<file path="config.mk">
export PLATFORM = sky130hd
export DESIGN_NAME = apb_gpio_out_slave
export DESIGN_NICKNAME = d
export VERILOG_FILES = /design/src/rtl/apb_gpio_out_slave.sv
export SDC_FILE = /design/constraint.sdc
export NUM_CORES = 1
export LEC_CHECK = 0
export ABC_AREA = 0
export ABC_CLOCK_PERIOD_IN_PS = 1700
export CORE_ASPECT_RATIO = 0.8
export CORE_MARGIN = 2
export CORE_UTILIZATION = 47
export DETAILED_ROUTE_END_ITERATION = 6
export PLACE_DENSITY = 0.78
export SETUP_SLACK_MARGIN = 0.1
export SLEW_MARGIN = 5
export SYNTH_ARGS = -nofsm -noshare
export SYNTH_HDL_FRONTEND = slang
export SYNTH_SLANG_ARGS = --single-unit
</file>
<file path="constraint.sdc">
create_clock -name PCLK -period 1.7 [get_ports PCLK]
set_input_delay 0.255 -clock PCLK [delete_from_list [all_inputs] [get_ports PCLK]]
set_output_delay 0.255 -clock PCLK [all_outputs]
set_load 0.1 [all_outputs]
</file>
<file path="src/rtl/apb_gpio_out_slave.sv">
// -----------------------------------------------------------------------------
// apb_gpio_out_slave
//   APB3 slave driving a bank of GPIO outputs. It provides a direct OUT register,
//   write-only SET/CLR/TGL views of it, a one-shot PULSE register whose bits stay
//   high for PULSE_CYCLES cycles, a STAT register, programmable wait states and
//   PSLVERR on undecoded addresses.
//
// Ports
//   PCLK        in   APB clock (single clock domain)
//   PRESET      in   synchronous active-high reset
//   PSEL        in   slave select
//   PADDR       in   byte address; registers at PADDR[4:2], upper bits must be 0
//   PENABLE     in   APB access phase
//   PWRITE      in   1 = write, 0 = read
//   PWDATA      in   write data (bits above GPIO_WIDTH ignored)
//   PRDATA      out  read data (0 outside a completing read)
//   PREADY      out  transfer complete
//   PSLVERR     out  error response, only asserted together with PREADY
//   GPIO_OUT    out  out_reg | pulse_mask
//   PULSE_BUSY  out  high while any pulse bit is active
// -----------------------------------------------------------------------------
module apb_gpio_out_slave #(
    parameter int GPIO_WIDTH   = 32,
    parameter int ADDR_WIDTH   = 8,
    parameter int WAIT_STATES  = 0,
    parameter int PULSE_CYCLES = 16
) (
    input  logic                  PCLK,
    input  logic                  PRESET,
    input  logic                  PSEL,
    input  logic [ADDR_WIDTH-1:0] PADDR,
    input  logic                  PENABLE,
    input  logic                  PWRITE,
    input  logic [31:0]           PWDATA,
    output logic [31:0]           PRDATA,
    output logic                  PREADY,
    output logic                  PSLVERR,
    output logic [GPIO_WIDTH-1:0] GPIO_OUT,
    output logic                  PULSE_BUSY
);

    typedef enum logic [1:0] {
        ST_IDLE   = 2'd0,
        ST_SETUP  = 2'd1,
        ST_ACCESS = 2'd2
    } apb_state_e;

    localparam int                CNT_W    = (PULSE_CYCLES > 1) ? $clog2(PULSE_CYCLES) : 1;
    localparam logic [3:0]        WS_C     = 4'(WAIT_STATES);
    localparam logic              WS_EN_C  = (WAIT_STATES != 0);
    localparam logic [CNT_W-1:0]  RELOAD_C = CNT_W'(PULSE_CYCLES - 1);

    localparam logic [2:0] REG_OUT   = 3'd0;
    localparam logic [2:0] REG_SET   = 3'd1;
    localparam logic [2:0] REG_CLR   = 3'd2;
    localparam logic [2:0] REG_TGL   = 3'd3;
    localparam logic [2:0] REG_PULSE = 3'd4;
    localparam logic [2:0] REG_STAT  = 3'd5;

    // Zero-extend a GPIO-wide value onto the 32-bit read bus.
    function automatic logic [31:0] zext(input logic [GPIO_WIDTH-1:0] v);
        logic [31:0] r;
        r = 32'h0;
        r[GPIO_WIDTH-1:0] = v;
        return r;
    endfunction

    apb_state_e             state_q;
    apb_state_e             phase_s;
    logic [3:0]             wait_cnt_q;
    logic [GPIO_WIDTH-1:0]  out_q, out_d;
    logic [GPIO_WIDTH-1:0]  pmask_q, pmask_d;
    logic [CNT_W-1:0]       pcnt_q, pcnt_d;

    logic                   ready_s;
    logic                   xfer_s;
    logic                   addr_err_s;
    logic                   wr_ok_s;
    logic                   rd_ok_s;
    logic                   expire_s;
    logic                   pulse_wr_s;
    logic [2:0]             reg_idx_s;
    logic [GPIO_WIDTH-1:0]  wdata_s;
    logic [31:0]            rdata_s;
    logic                   unused_s;

    assign reg_idx_s = PADDR[4:2];
    assign wdata_s   = PWDATA[GPIO_WIDTH-1:0];
    assign unused_s  = ^{PADDR[1:0], PWDATA};

    // Phase of the current bus cycle. state_q remembers whether a setup phase
    // preceded this cycle, so PENABLE without a prior setup is ignored.
    always_comb begin
        phase_s = ST_IDLE;
        if (PSEL && !PENABLE) begin
            phase_s = ST_SETUP;
        end else if (PSEL && PENABLE && (state_q != ST_IDLE)) begin
            phase_s = ST_ACCESS;
        end else begin
            phase_s = ST_IDLE;
        end
    end

    assign ready_s    = (phase_s != ST_ACCESS) || (wait_cnt_q == WS_C);
    assign xfer_s     = (phase_s == ST_ACCESS) && ready_s;
    assign wr_ok_s    = xfer_s && PWRITE && !addr_err_s;
    assign rd_ok_s    = xfer_s && !PWRITE && !addr_err_s;
    assign expire_s   = (pmask_q != '0) && (pcnt_q == '0);
    assign pulse_wr_s = wr_ok_s && (reg_idx_s == REG_PULSE) && (wdata_s != '0);

    // Address decode: offsets 0x18/0x1C and any nonzero upper bit are errors.
    always_comb begin
        addr_err_s = 1'b0;
        if (|PADDR[ADDR_WIDTH-1:5]) begin
            addr_err_s = 1'b1;
        end else begin
            case (reg_idx_s)
                REG_OUT, REG_SET, REG_CLR, REG_TGL, REG_PULSE, REG_STAT: addr_err_s = 1'b0;
                default:                                                 addr_err_s = 1'b1;
            endcase
        end
    end

    // Next value of the output register for OUT/SET/CLR/TGL writes.
    always_comb begin
        out_d = out_q;
        if (wr_ok_s) begin
            case (reg_idx_s)
                REG_OUT: out_d = wdata_s;
                REG_SET: out_d = out_q | wdata_s;
                REG_CLR: out_d = out_q & ~wdata_s;
                REG_TGL: out_d = out_q ^ wdata_s;
                default: out_d = out_q;
            endcase
        end else begin
            out_d = out_q;
        end
    end

    // Pulse mask and timer. A nonzero write merges bits and restarts the timer;
    // in the expiry cycle the old bits are dropped so only the new ones remain.
    always_comb begin
        pmask_d = pmask_q;
        pcnt_d  = pcnt_q;
        if (pulse_wr_s) begin
            pmask_d = (expire_s ? '0 : pmask_q) | wdata_s;
            pcnt_d  = RELOAD_C;
        end else if (pmask_q != '0) begin
            if (pcnt_q == '0) begin
                pmask_d = '0;
            end else begin
                pcnt_d = pcnt_q - 1'b1;
            end
        end else begin
            pmask_d = pmask_q;
        end
    end

    // Read data mux, driven only during a completing, decoded read.
    always_comb begin
        rdata_s = 32'h0;
        if (rd_ok_s) begin
            case (reg_idx_s)
                REG_OUT:   rdata_s = zext(out_q);
                REG_PULSE: rdata_s = zext(pmask_q);
                REG_STAT:  rdata_s = {30'h0, (pmask_q != '0), WS_EN_C};
                default:   rdata_s = 32'h0;
            endcase
        end else begin
            rdata_s = 32'h0;
        end
    end

    // Bus tracking state, wait counter and GPIO state registers.
    always_ff @(posedge PCLK) begin
        if (PRESET) begin
            state_q    <= ST_IDLE;
            wait_cnt_q <= 4'd0;
            out_q      <= '0;
            pmask_q    <= '0;
            pcnt_q     <= '0;
        end else begin
            // A completed access returns to IDLE so a lingering PENABLE is ignored.
            state_q <= xfer_s ? ST_IDLE : phase_s;
            case (phase_s)
                ST_SETUP:  wait_cnt_q <= 4'd0;
                ST_ACCESS: wait_cnt_q <= (wait_cnt_q < WS_C) ? wait_cnt_q + 4'd1 : wait_cnt_q;
                default:   wait_cnt_q <= wait_cnt_q;
            endcase
            out_q   <= out_d;
            pmask_q <= pmask_d;
            pcnt_q  <= pcnt_d;
        end
    end

    assign PRDATA     = rdata_s;
    assign PREADY     = ready_s;
    assign PSLVERR    = xfer_s && addr_err_s;
    assign GPIO_OUT   = out_q | pmask_q;
    assign PULSE_BUSY = (pmask_q != '0);

endmodule
</file>
# Yosys cells after proc, flatten, opt, wreduce, memory -nomap -nowiden
# Index checks and enable logic that the tools add are counted.
dict set report word_totals {
  regBits 74
  word_cells 73
}
dict set report classes {
  add_sub_neg 2
  n_lt_le_gt_ge 1
  eq_ne 10
  muxes 16
  bitwise 6
  reduce_logical 33
}
# cell n
set ops {}
lappend ops {{two-way mux 32 bit} 5}
lappend ops {{one-hot mux 32 bit (4 select lines)} 1}
lappend ops {{OR 32 bit} 3}
lappend ops {{one-hot mux 32 bit (3 select lines)} 1}
lappend ops {{nonzero test 32 bit} 2}
lappend ops {{bitwise AND 32 bit} 1}
lappend ops {{NOT 32 bit} 1}
lappend ops {{bitwise XOR 32 bit} 1}
lappend ops {{two-way mux 4 bit} 4}
lappend ops {{logical AND 1 bit} 12}
lappend ops {{zero test 4 bit} 2}
lappend ops {{one-hot mux 4 bit (2 select lines)} 1}
lappend ops {{AND reduction 2 bit} 4}
lappend ops {{nonzero test 2 bit} 4}
lappend ops {{equality test 3 x 2 -> 1 bit, second input constant} 2}
lappend ops {{equality test 3 bit, second input constant} 2}
lappend ops {{OR reduction 6 bit} 1}
lappend ops {{adder 4 x 1 -> 4 bit, second input constant} 1}
lappend ops {{less-than comparator 4 x 1 -> 1 bit, second input constant} 1}
lappend ops {{two-way mux 2 bit} 2}
lappend ops {{inequality test 2 bit, second input constant} 2}
lappend ops {{nonzero test 4 bit} 1}
lappend ops {{subtractor 4 x 1 -> 4 bit, second input constant} 1}
lappend ops {{equality test 3 x 1 -> 1 bit, second input constant} 1}
lappend ops {{9 further kinds} 12}

# Depth between registers and ports, before layout
dict set report logic_depth {
  depth_word 13
  ltp_mapped 7
  ltp_nobuf 6
}

# Worst setup path before layout
# OpenSTA, ideal clock, no wires.
dict set report synth_path {
  kind {register -> output}
  start {reg pmask_q[28]}
  end {out PRDATA[1]}
  arrival_time_ps 2883
  setup_slack_ps -1438
  path_stages_with_launch 7
  n_path_buf 0
  cell_sequence {dfxtp_1 -> nor4_1 -> nand4_1 -> nor2_1 -> inv_1 -> nand3_1 -> a21oi_1}
}
dict set report synth_between {
  elab_chain_cells 3
}
# item line
set synth_lines {}
lappend synth_lines {{from (decl)} 72} ;# logic [GPIO_WIDTH-1:0] pmask_q, pmask_d;
lappend synth_lines {{from (signal assigned)} 191} ;# pmask_q <= pmask_d;
lappend synth_lines {{nonzero test 32 bit} n/a}
lappend synth_lines {{via PULSE_BUSY} 39} ;# output logic PULSE_BUSY
lappend synth_lines {{one-hot mux 32 bit (3 select lines)} 163} ;# case (reg_idx_s)
lappend synth_lines {{two-way mux 32 bit} 162} ;# if (rd_ok_s) begin
lappend synth_lines {{to (decl)} 35} ;# output logic [31:0] PRDATA,
# The timed path passes the listed nets, and every way through them passes these cells.

# Worst setup path in the final report
dict set report layout_path {
  start {reg pmask_q[29]}
  end {reg pmask_q[23]}
}
dict set report layout_between {
  elab_chain_cells 5
  elab_cells_between_ends 7
}
# item line
set layout_lines {}
lappend layout_lines {{nonzero test 32 bit (*)} {108, 148}}
lappend layout_lines {{logical AND 1 bit} 108} ;# assign expire_s = (pmask_q != '0) && (pcnt_q == '0);
lappend layout_lines {{two-way mux 32 bit} 146} ;# pmask_d = (expire_s ? '0 : pmask_q) | wdata_s;
lappend layout_lines {{OR 32 bit} 146}
lappend layout_lines {{two-way mux 32 bit} 145} ;# if (pulse_wr_s) begin
# Every way passes the cells marked *; elsewhere a longest branch is shown, timed or not.
# A chain may end at the register's enable or synchronous reset.

==> results.py <==
metrics = {
    "sta": {
        "maxSlewHeadroom": 0.357,
        "fin_ws_ps": -1250,
        "setup_viol": 102,
        "hold_viol": 0,
        "rsz0062_at_grt": "true",
        "fin_crit_sh": 1.73,
        "slew_violations": 0,
        "finalCriticalPeriod_ps": 2950,
        "worst_clock_skew_ps": 9.65,
        "worstMarginPinSlew_ps": 938,
        "max_freq_ghz": 0.339,
        "tns_ps": -51150,
    },
    "power": {
        "p_leak_uw": 0.00396,
        "ir_drop_mv": 0.485,
        "p_per_area_nw_per_um2": 468,
    },
    "floorplanning": {
        "fp.coreArea_um2": 10900,
        "die_area_um2": 12100,
        "die_y_um": 98.8,
        "rows": 34,
        "start_util": 0.485,
        "io_pins": 112,
        "die_w_um": 123,
    },
    "grt": {
        "grt_max_degree": 37,
        "antenna_found_initial": 1,
        "grt_first_pass_wirelength_mm": 42.8,
        "grtUsageTotal": 0.465,
        "grt_pass1_vias": 7563,
        "gr-total-overflow": 0,
    },
    "yosys": {
        "syn-num-nets": 776,
        "synth_top_cell_by_area": "dfxtp_1",
        "synthFlopType": "dfxtp_1",
        "synth_top_area_frac": 0.265,
        "yosysUniqueCellTypes": 37,
        "ys_seq_area_frac": 0.265,
        "synth_area_leaders": "dfxtp_1, ha_1, a22oi_1",
        "ys_async_sr_fraction": 0,
        "syn_area_um2": 5280,
        "syn_area_per_cell_um2": 7.93,
        "yosys_register_bits": 70,
        "yosysWarnings": 0,
        "synth_edf_count": 0,
        "syn_inst": 666,
    },
    "finish": {
        "nFillCells": 387,
        "layout_commonest_cell": "buf_4",
        "fin_area_um2": 9730,
        "layout-drive-gt1-share": 0.469,
        "synthToLayoutAreaGrowth_pct": 84.3,
        "antennaDiodeCount": 0,
        "mostFrequentLayoutCells": "buf_4, buf_12, inv_1",
        "finalNetCount": 1005,
    },
    "worst_setup_path": {
        "critPathRequiredTime_ps": 1890,
        "worstSetupPathType": "register to register",
        "startpoint_type": "register",
        "cp.arrival_ps": 3140,
        "crit_path_frequent_cell": "buf_4",
        "critPathSlowestCell": "nor4_1",
        "worst-path-max-fanout": 6,
        "cpPeakStageDelay_ps": 530,
        "cpLargestDelayFamily": "simple AND/OR/NAND/NOR gates",
        "crit_path_cell_trace": "nor4_1 > nand4_1 > buf_4 > nor2_4 > buf_4 > buf_4 > buf_6 > bufbuf_16 > o21ai_1 > a21oi_1",
        "cp_num_buf_inv": 5,
        "cp-end-kind": "register",
    },
    "route": {
        "drtPass1Iterations": 7,
        "avgViaCountPerCell": 7.46,
        "drc_errors": 13,
        "num_vias": 7772,
        "wl_per_cell_um": 33.3,
        "routed.top_layer": "met4",
        "antenna_left": 0,
        "met1_length_mm": 10.9,
        "wl_mm": 34.7,
        "wl_met3_mm": 5.60,
        "route.met2.wl_mm": 13.7,
        "dr.first_iter.drc_count": 1869,
    },
    "clock_network": {
        "worstSkewPairLatency_ps": 360,
        "cts_sinks": 70,
        "cts.clk_slew.worst_paths_ps": 60,
        "cts_tree": "built",
        "cts_buffer_depth": 2,
        "htreeDepth": 3,
        "root_buffer": "clkbuf_16",
        "numCtsBuffers": 9,
        "holdBufCountCts": 0,
    },
    "placement": {
        "place.detailed.hpwl_mm": 14.3,
        "place_area_um2": 8300,
        "gp_congestion": 0.928,
        "port_buffers": 108,
    },
    "outcome": {
        "status": "finished, violations left",
        "violations": "DRC, setup timing",
    },
    "hold_path": {
        "hold_class": "input port to register",
    },
    "run": {
        "cap_violations": 0,
    },
}
-- power breakdown --
group | internal, uW | total [uW] | leakage, uW | switching [uW]
Sequential | 1640 | 1640 | 0.000574 | 4.75
Combinational | 343 | 893 | 0.00324 | 550
Clock | 1200 | 2010 | 0.000142 | 809
-- sequential cells by signal, summed over array words and instances (netlist names) --
signal and count:
pcnt_q 4, out_q 32, pmask_q 32, state_q 2
-- metal layers --
layer	GRT usage	vias to the layer above
met5	0	-
met4	0.319	0
met3	0.178	444
met2	0.724	1034
met1	0.525	3439
li1	-	2855
-- layout make-up --
class,count,area [um2],area share
tap,144,180,0.0185
inverter,68,260,0.0267
clock inverter,1,30.0,0.00309
sequential,70,1430,0.147
multi-input combinational,474,4210,0.432
timing repair buffer,272,3360,0.345
clock buffer,13,260,0.0267
-- path summary, 6_finish.rpt --
| path | from | to | slack (ps) | depth (start not counted) |
|---|---|---|---|---|
| worst min register to register | out_q[12]$_SDFFE_PP0P_ | out_q[12]$_SDFFE_PP0P_ | 510 | 2 |
| worst max-delay path | pmask_q[29]$_SDFFE_PP0P_ | pmask_q[23]$_SDFFE_PP0P_ | -1250 | 10 |
| worst min-delay path | PENABLE | state_q[0]$_SDFF_PP0_ | 330 | 3 |
| worst max register to register | pmask_q[29]$_SDFFE_PP0P_ | pmask_q[23]$_SDFFE_PP0P_ | -1250 | 10 |
-- synth_stat cells, drive strengths merged, types with 2 or more instances --
cell,n
a31oi,2
nor2,36
mux2i,32
or2,33
nand2,37
buf,12
or3,33
inv,67
a21oi,67
o2111ai,32
nor3,2
a2111oi,2
dfxtp,70
conb,2
nand4,4
ha,65
o21ai,36
a22oi,64
nor4,16
clkbuf,43
-- worst register-to-register path, stage by stage, from the launching register on --
cell and delay (ps):
dfxtp_1 350, nor4_1 530, nand4_1 290, buf_4 240, nor2_4 130, buf_4 130
buf_4 100, buf_6 140, bufbuf_16 280, o21ai_1 120, a21oi_1 480
-- logic make-up (layout without fill, tap and decap cells) --
family,Yosys count,in the layout,share of synthesized area
buf+inv,123,354,0.0943
xor+xnor,1,1,0.00166
compound gates,205,206,0.256
other cells,2,2,0.00142
mux,33,33,0.0628
flops,70,70,0.265
simple gates,167,167,0.164
fa+ha+maj,65,65,0.154
-- metrics by stage --
stage | util | instances | hold slack [ps] | setup slack (ps) | power, uW
floorplan | - | 666 | 324 | -411 | 2000
global placement | 0.762 | 989 | 477 | -887 | 2350
detailed placement | 0.762 | 989 | 497 | -929 | 2390
CTS | 0.857 | 1038 | 327 | -449 | 4290
global route | 0.893 | 1042 | 331 | -1390 | 4580
finish | 0.893 | 1042 | 334 | -1250 | 4550
-- what timing repair did --
action | in CTS | in global routing
buffers inserted | 31 | 7
resized for setup | 129 | 109
setup endpoints to repair | 102 | 115
pin swaps | 58 | 46
gates cloned | 9 | 2
(Power assumes the default switching activity.)
